===== src/rtl/branch_resolve_unit.sv =====
// branch_resolve_unit: ID-stage branch controller for beq/bne.
// Detects operand hazards against EX/MEM, stalls the front end 0..2 cycles,
// then drives PC redirect and IF/ID flush from the comparator result.
// Optional macro BRANCH_STATS_EN adds branch/taken/stall counters.
module branch_resolve_unit #(
    parameter logic [5:0] BEQ_OP = 6'h04,
    parameter logic [5:0] BNE_OP = 6'h05
) (
    input  logic        clk,
    input  logic        rst_n,
    input  logic        id_valid,
    input  logic [5:0]  id_opcode,
    input  logic [4:0]  id_rs,
    input  logic [4:0]  id_rt,
    input  logic [15:0] id_imm,
    input  logic [31:0] id_pc_plus4,
    input  logic        cmp_equal,
    input  logic        ex_reg_write,
    input  logic        ex_mem_read,
    input  logic [4:0]  ex_rd,
    input  logic        mem_mem_read,
    input  logic [4:0]  mem_rd,
    output logic        pc_src,
    output logic [31:0] branch_target,
    output logic        if_flush,
    output logic        pc_write,
    output logic        ifid_write,
    output logic        id_bubble
`ifdef BRANCH_STATS_EN
    ,
    output logic [31:0] stat_branches,
    output logic [31:0] stat_taken,
    output logic [31:0] stat_stalls
`endif
);

    typedef enum logic [1:0] {S_IDLE, S_STALL, S_RESOLVE} state_t;

    state_t     r_state, w_next;
    logic       r_cnt, w_cnt_next;
    logic       w_is_br, w_is_beq, w_is_bne, w_taken;
    logic       w_ex_match, w_mem_match;
    logic [1:0] w_h;
    logic       w_stall, w_resolve;

    assign w_is_beq = (id_opcode == BEQ_OP);
    assign w_is_bne = (id_opcode == BNE_OP);
    assign w_is_br  = id_valid & (w_is_beq | w_is_bne);
    assign w_taken  = (w_is_beq & cmp_equal) | (w_is_bne & ~cmp_equal);

    // Register 0 never carries a real dependency.
    assign w_ex_match  = (ex_rd  != 5'd0) & ((ex_rd  == id_rs) | (ex_rd  == id_rt));
    assign w_mem_match = (mem_rd != 5'd0) & ((mem_rd == id_rs) | (mem_rd == id_rt));

    // Load in EX needs two bubbles; ALU result in EX or load in MEM needs one.
    assign w_h = (ex_mem_read & w_ex_match) ? 2'd2 :
                 ((ex_reg_write & w_ex_match) | (mem_mem_read & w_mem_match)) ? 2'd1 : 2'd0;

    // Offset is in words, so scale by 4 after sign extension; wraps mod 2^32.
    assign branch_target = id_pc_plus4 + {{14{id_imm[15]}}, id_imm, 2'b00};

    // State and extra-stall counter register.
    always_ff @(posedge clk or negedge rst_n) begin
        if (!rst_n) begin
            r_state <= S_IDLE;
            r_cnt   <= 1'b0;
        end else begin
            r_state <= w_next;
            r_cnt   <= w_cnt_next;
        end
    end

    // Next-state and stall/resolve decision; a dropped id_valid abandons the branch.
    always_comb begin
        w_next     = r_state;
        w_cnt_next = r_cnt;
        w_stall    = 1'b0;
        w_resolve  = 1'b0;
        case (r_state)
            S_IDLE: begin
                if (w_is_br) begin
                    if (w_h == 2'd0) begin
                        w_resolve = 1'b1;
                    end else begin
                        w_stall = 1'b1;
                        if (w_h == 2'd2) begin
                            w_next     = S_STALL;
                            w_cnt_next = 1'b0;   // no further stall beyond STALL itself
                        end else begin
                            w_next = S_RESOLVE;
                        end
                    end
                end
            end
            S_STALL: begin
                if (!id_valid) begin
                    w_next = S_IDLE;
                end else begin
                    w_stall = 1'b1;
                    if (r_cnt == 1'b0) w_next = S_RESOLVE;
                    else               w_cnt_next = r_cnt - 1'b1;
                end
            end
            S_RESOLVE: begin
                w_next = S_IDLE;
                if (id_valid) w_resolve = 1'b1;
            end
            default: w_next = S_IDLE;
        endcase
    end

    // Stall and redirect are mutually exclusive by construction of the FSM.
    assign pc_write   = ~w_stall;
    assign ifid_write = ~w_stall;
    assign id_bubble  = w_stall;
    assign pc_src     = w_resolve & w_taken;
    assign if_flush   = w_resolve & w_taken;

`ifdef BRANCH_STATS_EN
    logic [31:0] r_stat_branches, r_stat_taken, r_stat_stalls;

    // Free-running wrap-around event counters.
    always_ff @(posedge clk or negedge rst_n) begin
        if (!rst_n) begin
            r_stat_branches <= 32'd0;
            r_stat_taken    <= 32'd0;
            r_stat_stalls   <= 32'd0;
        end else begin
            if (w_resolve)           r_stat_branches <= r_stat_branches + 32'd1;
            if (w_resolve & w_taken) r_stat_taken    <= r_stat_taken + 32'd1;
            if (w_stall)             r_stat_stalls   <= r_stat_stalls + 32'd1;
        end
    end

    assign stat_branches = r_stat_branches;
    assign stat_taken    = r_stat_taken;
    assign stat_stalls   = r_stat_stalls;
`endif

endmodule


===== config.mk =====
export PLATFORM = sky130hd
export DESIGN_NAME = branch_resolve_unit
export DESIGN_NICKNAME = d
export VERILOG_FILES = /design/src/rtl/branch_resolve_unit.sv
export SDC_FILE = /design/constraint.sdc
export NUM_CORES = 1
export LEC_CHECK = 0
export ABC_AREA = 1
export CAP_MARGIN = 0
export CORE_ASPECT_RATIO = 1.2
export CORE_MARGIN = 2
export CORE_UTILIZATION = 39
export CTS_CLUSTER_DIAMETER = 80
export DETAILED_ROUTE_END_ITERATION = 16
export GPL_ROUTABILITY_DRIVEN = 0
export PLACE_DENSITY = 0.8
export SKIP_CTS_REPAIR_TIMING = 1
export SLEW_MARGIN = 20
export SYNTH_ARGS = -nofsm -noshare
export SYNTH_HDL_FRONTEND = slang
export SYNTH_SLANG_ARGS = --single-unit

===== constraint.sdc =====
create_clock -name clk -period 2.15 [get_ports clk]
set_input_delay 0.43 -clock clk [delete_from_list [all_inputs] [get_ports clk]]
set_output_delay 0.43 -clock clk [all_outputs]
set_load 0.05 [all_outputs]

==> impl_metrics.yaml, run 1 <==
floorplan:
  die_width_um: 77.4
  initial_utilization: 0.399
  num_rows: 32
  die_y_um: 92.1
  ioPinCount: 118
logic_synthesis:
  synth_seq_cells: 2
  syn_area_um2: 2520
  yosysUniqueCellTypes: 32
  synth_nets: 574
  synth_seq_area_share: 0.0198
  ys_warn_count: 0
  synth.avg_cell_area_um2: 5.45
  synth_cells: 463
clock_tree:
  cts_buffer_depth: 2
  htreeDepth: 1
  cts-buffers-inserted: 3
  cts.sinks: 2
  cts-root-buf: "clkbuf_8"
place:
  port_buffers: 113
  place.detailed.hpwl_um: 9650
  dpl.cell_count: 729
outcome:
  stop_stage: "global routing (5_1_grt)"
  status: "aborted with a tool error"
  firstError: "[ERROR DPL-0038] Utilization greater than 100%, impossible to legalize"
sta:
  grt-worst-endpoint: "branch_target[21]"
  worstEndpointType: "primary output"
global_route:
  grt_max_degree: 16
per-stage QoR:
stage | setup slack (ns) | TNS [ns] | cell area, µm²
CTS | -0.947 | -19.28 | 5320
detailed placement | -0.938 | -18.96 | 5280
global placement | -0.866 | -17.21 | 5280
floorplan | -0.115 | -0.560 | 3130
kinds of logic after synthesis:
| logic type | Yosys count | share of synthesized area |
|---|---|---|
| XOR/XNOR | 25 | 0.0868 |
| AO/OA/AOI/OAI | 64 | 0.143 |
| buffers and inverters | 72 | 0.113 |
| flip-flops | 2 | 0.0198 |
| AND/OR/NAND/NOR | 270 | 0.486 |
| adder cells (fa/ha/maj) | 30 | 0.152 |
Yosys cell counts:
cell type,count,area (µm²)
a211o_1,1,8.76
a21o_1,2,15.0
a21o_2,1,8.76
a21oi_1,32,160
a21oi_2,3,26.3
a31oi_1,1,6.26
buf_4,4,30.0
dfrtp_1,2,50.1
fa_1,1,20.0
ha_1,29,363
inv_1,64,240
inv_2,4,15.0
nand2_1,144,541
nand2_2,18,113
nand2_4,1,11.3
nand3_1,37,185
nand3_2,1,10.0
nand3b_1,1,7.51
nand4_1,8,50.1
nor2_1,35,131
nor2_2,9,56.3
nor2_4,2,22.5
nor3_1,9,45.0
nor3_2,3,30.0
nor3_4,1,16.3
o21a_1,2,15.0
o21ai_0,14,70.1
o21ai_1,4,20.0
o21bai_1,4,30.0
or2_2,1,6.26
xnor2_1,8,70.1
xor2_1,17,149
==> run 2: changes to the inputs <==
CORE_ASPECT_RATIO = not set   (was 1.2)
CORE_UTILIZATION = 25   (was 39)
CTS_CLUSTER_DIAMETER = not set   (was 80)
PLACE_DENSITY = not set   (was 0.8)
PLACE_DENSITY_LB_ADDON = 0.15   (was not set)
clock period = 2.8 ns   (was 2.15 ns; I/O delays follow)
==> run 2 against run 1 <==
  * Synthesized cell count unchanged
  * Area after synthesis stayed put
  * The flow now finishes without violations
==> impl_metrics.yaml, run 2 <==
clock_tree:
  cts_tree: "done"
  cts_buffer_depth: 2
  cts-root-buf: "clkbuf_8"
  htreeDepth: 1
  path_clk_slew_ns: 0.03
  clk_latency_ns: 0.21
  cts-buffers-inserted: 3
  cts.sinks: 2
logic_synthesis:
  synth_edf_count: 0
  synth.avg_cell_area_um2: 5.45
  synth_top_flop_cell: "dfrtp_1"
  synth_seq_area_share: 0.0198
  yosysTopAreaCellShare: 0.214
  synth_cells: 463
  yosys-top-cells-count: "144 x nand2_1, 64 x inv_1, 37 x nand3_1"
  synth-async-reset-ratio: 1.00
  synth_nets: 574
  ys_warn_count: 0
  synth_seq_cells: 2
  synth_top_cells_by_area: "nand2_1 21%, ha_1 14%, inv_1 9.5%"
  yosysUniqueCellTypes: 32
  syn_area_um2: 2520
  synthMostInstantiatedCell: "nand2_1"
  yosys.area.top_type: "nand2_1"
sta:
  slew_headroom: 0.795
  fin_crit_ns: 2.78
  max_freq_mhz: 360
  maxSlewViolCount: 0
  finClkSkew_ns: 0.00356
  tightest_slew_ns: 0.306
  period_share: 0.992
  hold_viol: 0
  fin_ws_ns: 0.0218
  setup_viol: 0
routing:
  firstDrtPassIters: 4
  drt_iter0_drc: 120
  vias_per_cell: 4.71
  wl_per_cell_um: 14.2
  vias: 3692
  drtAntennaViolNets: 0
  drc_errors: 0
  wl_um: 11100
finish:
  layout.nets: 763
  utilization: 0.610
  reg_top3: "r_state x2"
  fillers: 822
  area_growth_pct: 136
  largest_reg_flops: 2
  regMostFlops: "r_state"
  final_common_cell: "nand2_1"
  final_layout_size_suffix_gt1_frac: 0.475
  final_cell_mix: "103 x nand2_1, 73 x buf_4, 60 x inv_1, 51 x dlymetal6s2s_1, 43 x nand2_2"
floorplan:
  die_y_um: 104
  die_width_um: 104
  num_rows: 36
  core_area_um2: 9770
  ioPinCount: 118
  die_area_um2: 10900
  initial_utilization: 0.258
global_route:
  grt_first_pass_wirelength_um: 15600
  grt-busiest-layer: "met2"
  grt_remaining_overflow: 0
  grt_use_met3: 0.0276
  grt_util_met2: 0.313
  grt_pass1_vias: 3489
  grt_max_degree: 16
  globalRouteTotalUtil: 0.168
  antenna_found_initial: 1
  globalRouteMet1Util: 0.208
worst_setup_path:
  path_class: "input pin to output port"
  r2r-start: "r_state[1]$_DFFE_PN0P_"
  cp-start-kind: "input pin"
  crit_required_ns: 2.24
  crit_start: "id_imm[15]"
  rrSetupSlack_ns: 1.78
  cp-end-kind: "output port"
  arrival_ns: 2.22
  cp_max_fo: 7
  r2r_end: "r_state[1]$_DFFE_PN0P_"
  r2r_cells: 4
power_and_ir_drop:
  p_seq_frac: 0.015
  combPwrFrac: 0.926
  power_mw: 1.92
  power_frac_clock: 0.059
  ir_drop_mv: 0.247
  p_switching_mw: 0.964
  internal_power_mw: 0.958
  leakage_nw: 3.11
  p_per_area_nw_per_um2: 322
  p_sw_frac: 0.502
worst_hold_path:
  hold_path.class: "input pin to async pin"
place:
  port_buffers: 113
  dp_slack_ns: -0.416
  place.detailed.hpwl_um: 8180
job:
  drv_cap: 0
outcome:
  status: "finished clean"
## run 2: cell counts after synthesis
Identical to the previous run, type by type.
## run 2: cell type report
class | count | area [µm²] | area share
diodes | 1 | 2.50 | 0.000420
clock buffers | 3 | 41.3 | 0.00692
inverters | 68 | 255 | 0.0428
multi-input cells | 389 | 3280 | 0.550
flip-flops and latches | 2 | 50.0 | 0.00839
well taps | 133 | 166 | 0.0279
repair buffers | 188 | 2170 | 0.363
## run 2: per-layer routing
metal,vias to the layer above,wire [µm]
met4,0,140
li1,1864,-
met5,-,0
met3,12,687
met1,1694,4490
met2,122,5820
## run 2: how the worst max path moves through the flow
| stage | end | slack, ns |
|---|---|---|
| 2_1_floorplan | id_bubble | -0.13 |
| 3_3_place_gp | branch_target[28] | -0.39 |
| 3_5_place_dp | branch_target[28] | -0.42 |
| 4_1_cts | branch_target[21] | -0.43 |
| 5_1_grt | branch_target[24] | -0.07 |
| 6_report | branch_target[24] | 0.02 |
## run 2: critical path: stages
cell      delay, ns
clkbuf_2       0.12
buf_6          0.17
ha_4           0.23
a21oi_1        0.27
o21ai_1        0.15
a21oi_1        0.25
nand3_1        0.13
nand2_1        0.11
nand2_2        0.08
buf_12         0.15
## run 2: power groups by stage
stage                     logic (mW)  registers (mW)  clock network [mW]
final                           1.78          0.0293               0.113
after global routing            1.88          0.0292               0.119
after CTS                       1.47          0.0292               0.116
after detailed placement        1.46          0.0295                   0
after global placement          1.46          0.0295                   0
after floorplan                0.731          0.0295                   0
## run 2: kinds of logic after synthesis
logic type	after synthesis	share of synthesized area
compound gates	64	0.143
xor+xnor	25	0.0868
fa+ha+maj	30	0.152
buf+inv	72	0.113
simple gates	270	0.486
flops	2	0.0198
## run 2: metrics by stage
step	std cells	hold slack, ns	setup TNS, ns	instance area [µm²]
6_report	784	0.516	0	5960
5_1_grt	784	0.525	-0.283	5960
4_1_cts	767	0.516	-7.41	4660
3_5_place_dp	764	0.612	-7.20	4620
3_3_place_gp	764	0.597	-6.48	4620
2_1_floorplan	463	0.264	-0.207	2570
Note: power is estimated with default switching activity, not from simulation.
==> run 3: changes to the inputs <==
clock period = 2.5 ns   (was 2.8 ns; I/O delays follow)
==> run 3 against run 2 <==
  * The flow now finishes with violations (negative setup slack)
  * Sequential power grew 12%
  * Sequential share of layout area shrank 0.060 points
  * Global-route usage shrank 0.17 points
  * Critical path depth grew 2
  * First-iteration DRC count grew 18%
  * Count of clock-buffer cells in the layout is the same
  * Setup slack lost 0.31 ns
  * Cell area grew 7.7%
  * Non-clock buffer count grew 15
  * Worst hold slack lost 0.062 ns
  * Flip-flop and latch count is the same
  * Clock skew is essentially flat
  * Largest cell class unchanged
  * Largest power group unchanged
==> impl_metrics.yaml, run 3 (synthesis results as in run 2) <==
outcome:
  status: "complete, but fails checks"
  violations: "negative setup slack"
power_and_ir_drop:
  leakage_nw: 3.41
  power_mw: 2.29
  ir_drop_mv: 0.226
  p_per_area_nw_per_um2: 357
routing:
  drtAntennaViolNets: 0
  drt_iter0_drc: 142
  vias_per_cell: 4.81
  wl_um: 11800
  vias: 3842
  wl_per_cell_um: 14.8
  firstDrtPassIters: 4
  drc_errors: 0
global_route:
  grt_pass1_vias: 3485
  grt_max_degree: 16
  antenna_found_initial: 0
  grt_first_pass_wirelength_um: 15400
  globalRouteTotalUtil: 0.166
  grt_remaining_overflow: 0
finish:
  final_common_cell: "nand2_1"
  regArea_um2: 50.0
  fillers: 770
  area_growth_pct: 155
  multi_input_area_um2: 3520
  largest_reg_flops: 2
  utilization: 0.657
  fin_area_um2: 6420
  final_layout_size_suffix_gt1_frac: 0.532
  final_cells: 798
  reg_top3: "r_state x2"
  antennaDiodeCount: 0
  regMostFlops: "r_state"
  final_cell_mix: "94 x nand2_1, 81 x buf_4, 62 x dlymetal6s2s_1, 52 x inv_1, 43 x nand2_2"
  layout.nets: 778
place:
  place.detailed.hpwl_um: 8200
  dp_slack_ns: -0.588
  dpl.cell_count: 775
  place_area_um2: 4830
  port_buffers: 113
worst_setup_path:
  cp_max_fo: 7
  cp-end-kind: "output port"
  arrival_ns: 2.29
  cp-start-kind: "input pin"
  path_class: "input pin to output port"
  critPathSlowestCell: "a21oi_1"
  path_cells: "buf_6 > buf_12 > buf_12 > ha_4 > buf_6 > nand2_4 > nor2_2 > buf_4 > a21oi_1 > nand4_1 > nand2_2 > buf_12"
  crit_required_ns: 2.00
  cp_common_cell: "buf_12"
  critPathMaxStageDelay_ns: 0.29
sta:
  maxSlewViolCount: 0
  finClkSkew_ns: 0.00400
  fin_ws_ns: -0.290
  rsz0062_at_grt: "true"
  setup_viol: 15
  max_freq_mhz: 358
  fin_crit_ns: 2.79
  timing.hold.ws_ns: 0.454
  hold_viol: 0
  slew_headroom: 0.690
  period_share: 1.12
  setup_tns_ns: -1.82
  tightest_slew_ns: 0.461
clock_tree:
  htreeDepth: 1
  cts-root-buf: "clkbuf_8"
  cts_buffer_depth: 2
  cts.sinks: 2
  clk_latency_ns: 0.21
  path_clk_slew_ns: 0.03
  cts_tree: "done"
  cts-buffers-inserted: 3
floorplan:
  die_y_um: 104
  die_width_um: 104
  die_area_um2: 10900
  initial_utilization: 0.258
  num_rows: 36
  ioPinCount: 118
  core_area_um2: 9770
job:
  drv_cap: 0
worst_hold_path:
  hold_path.class: "input pin to async pin"
==> run 3: layer usage <==
layer  vias up  GRT usage  wire length, µm
met2       101      0.318             6390
met3        32     0.0157              447
met1      1817      0.205             4680
met4         0     0.0193              308
li1       1892          -                -
met5         -          0                0
==> run 3: worst paths after layout <==
kind,slack (ns),end,start,cells after the start
min,0.45,r_state[1]$_DFFE_PN0P_,rst_n,1
max reg2reg,1.35,r_state[1]$_DFFE_PN0P_,r_state[1]$_DFFE_PN0P_,3
min reg2reg,0.66,r_state[0]$_DFFE_PN0P_,r_state[0]$_DFFE_PN0P_,3
max,-0.29,branch_target[25],id_imm[15],12
max in group asynchronous,1.92,r_state[0]$_DFFE_PN0P_,rst_n,1
min in group clk,0.66,r_state[0]$_DFFE_PN0P_,r_state[0]$_DFFE_PN0P_,3
==> run 3: critical path: cells and delay by family <==
kind / cells / cell delay [ns]
buffers and inverters: 6 / 0.75
and+or+nand+nor: 4 / 0.48
AOI/OAI and AO/OA: 1 / 0.29
adders and majority gates: 1 / 0.26
==> run 3: report_power, final <==
| group | internal (mW) | total (mW) | switching, mW |
|---|---|---|---|
| Clock | 0.102 | 0.128 | 0.0257 |
| Combinational | 1.01 | 2.13 | 1.12 |
| Sequential | 0.0327 | 0.0328 | 0.0000717 |
| Total | 1.15 | 2.29 | 1.14 |
==> run 3: cell type report <==
| type | instances | area share |
|---|---|---|
| Timing Repair Buffer | 203 | 0.371 |
| Multi-Input combinational cell | 389 | 0.549 |
| Tap cell | 133 | 0.0259 |
| Sequential cell | 2 | 0.00779 |
| Inverter | 68 | 0.0401 |
| Clock buffer | 3 | 0.00643 |
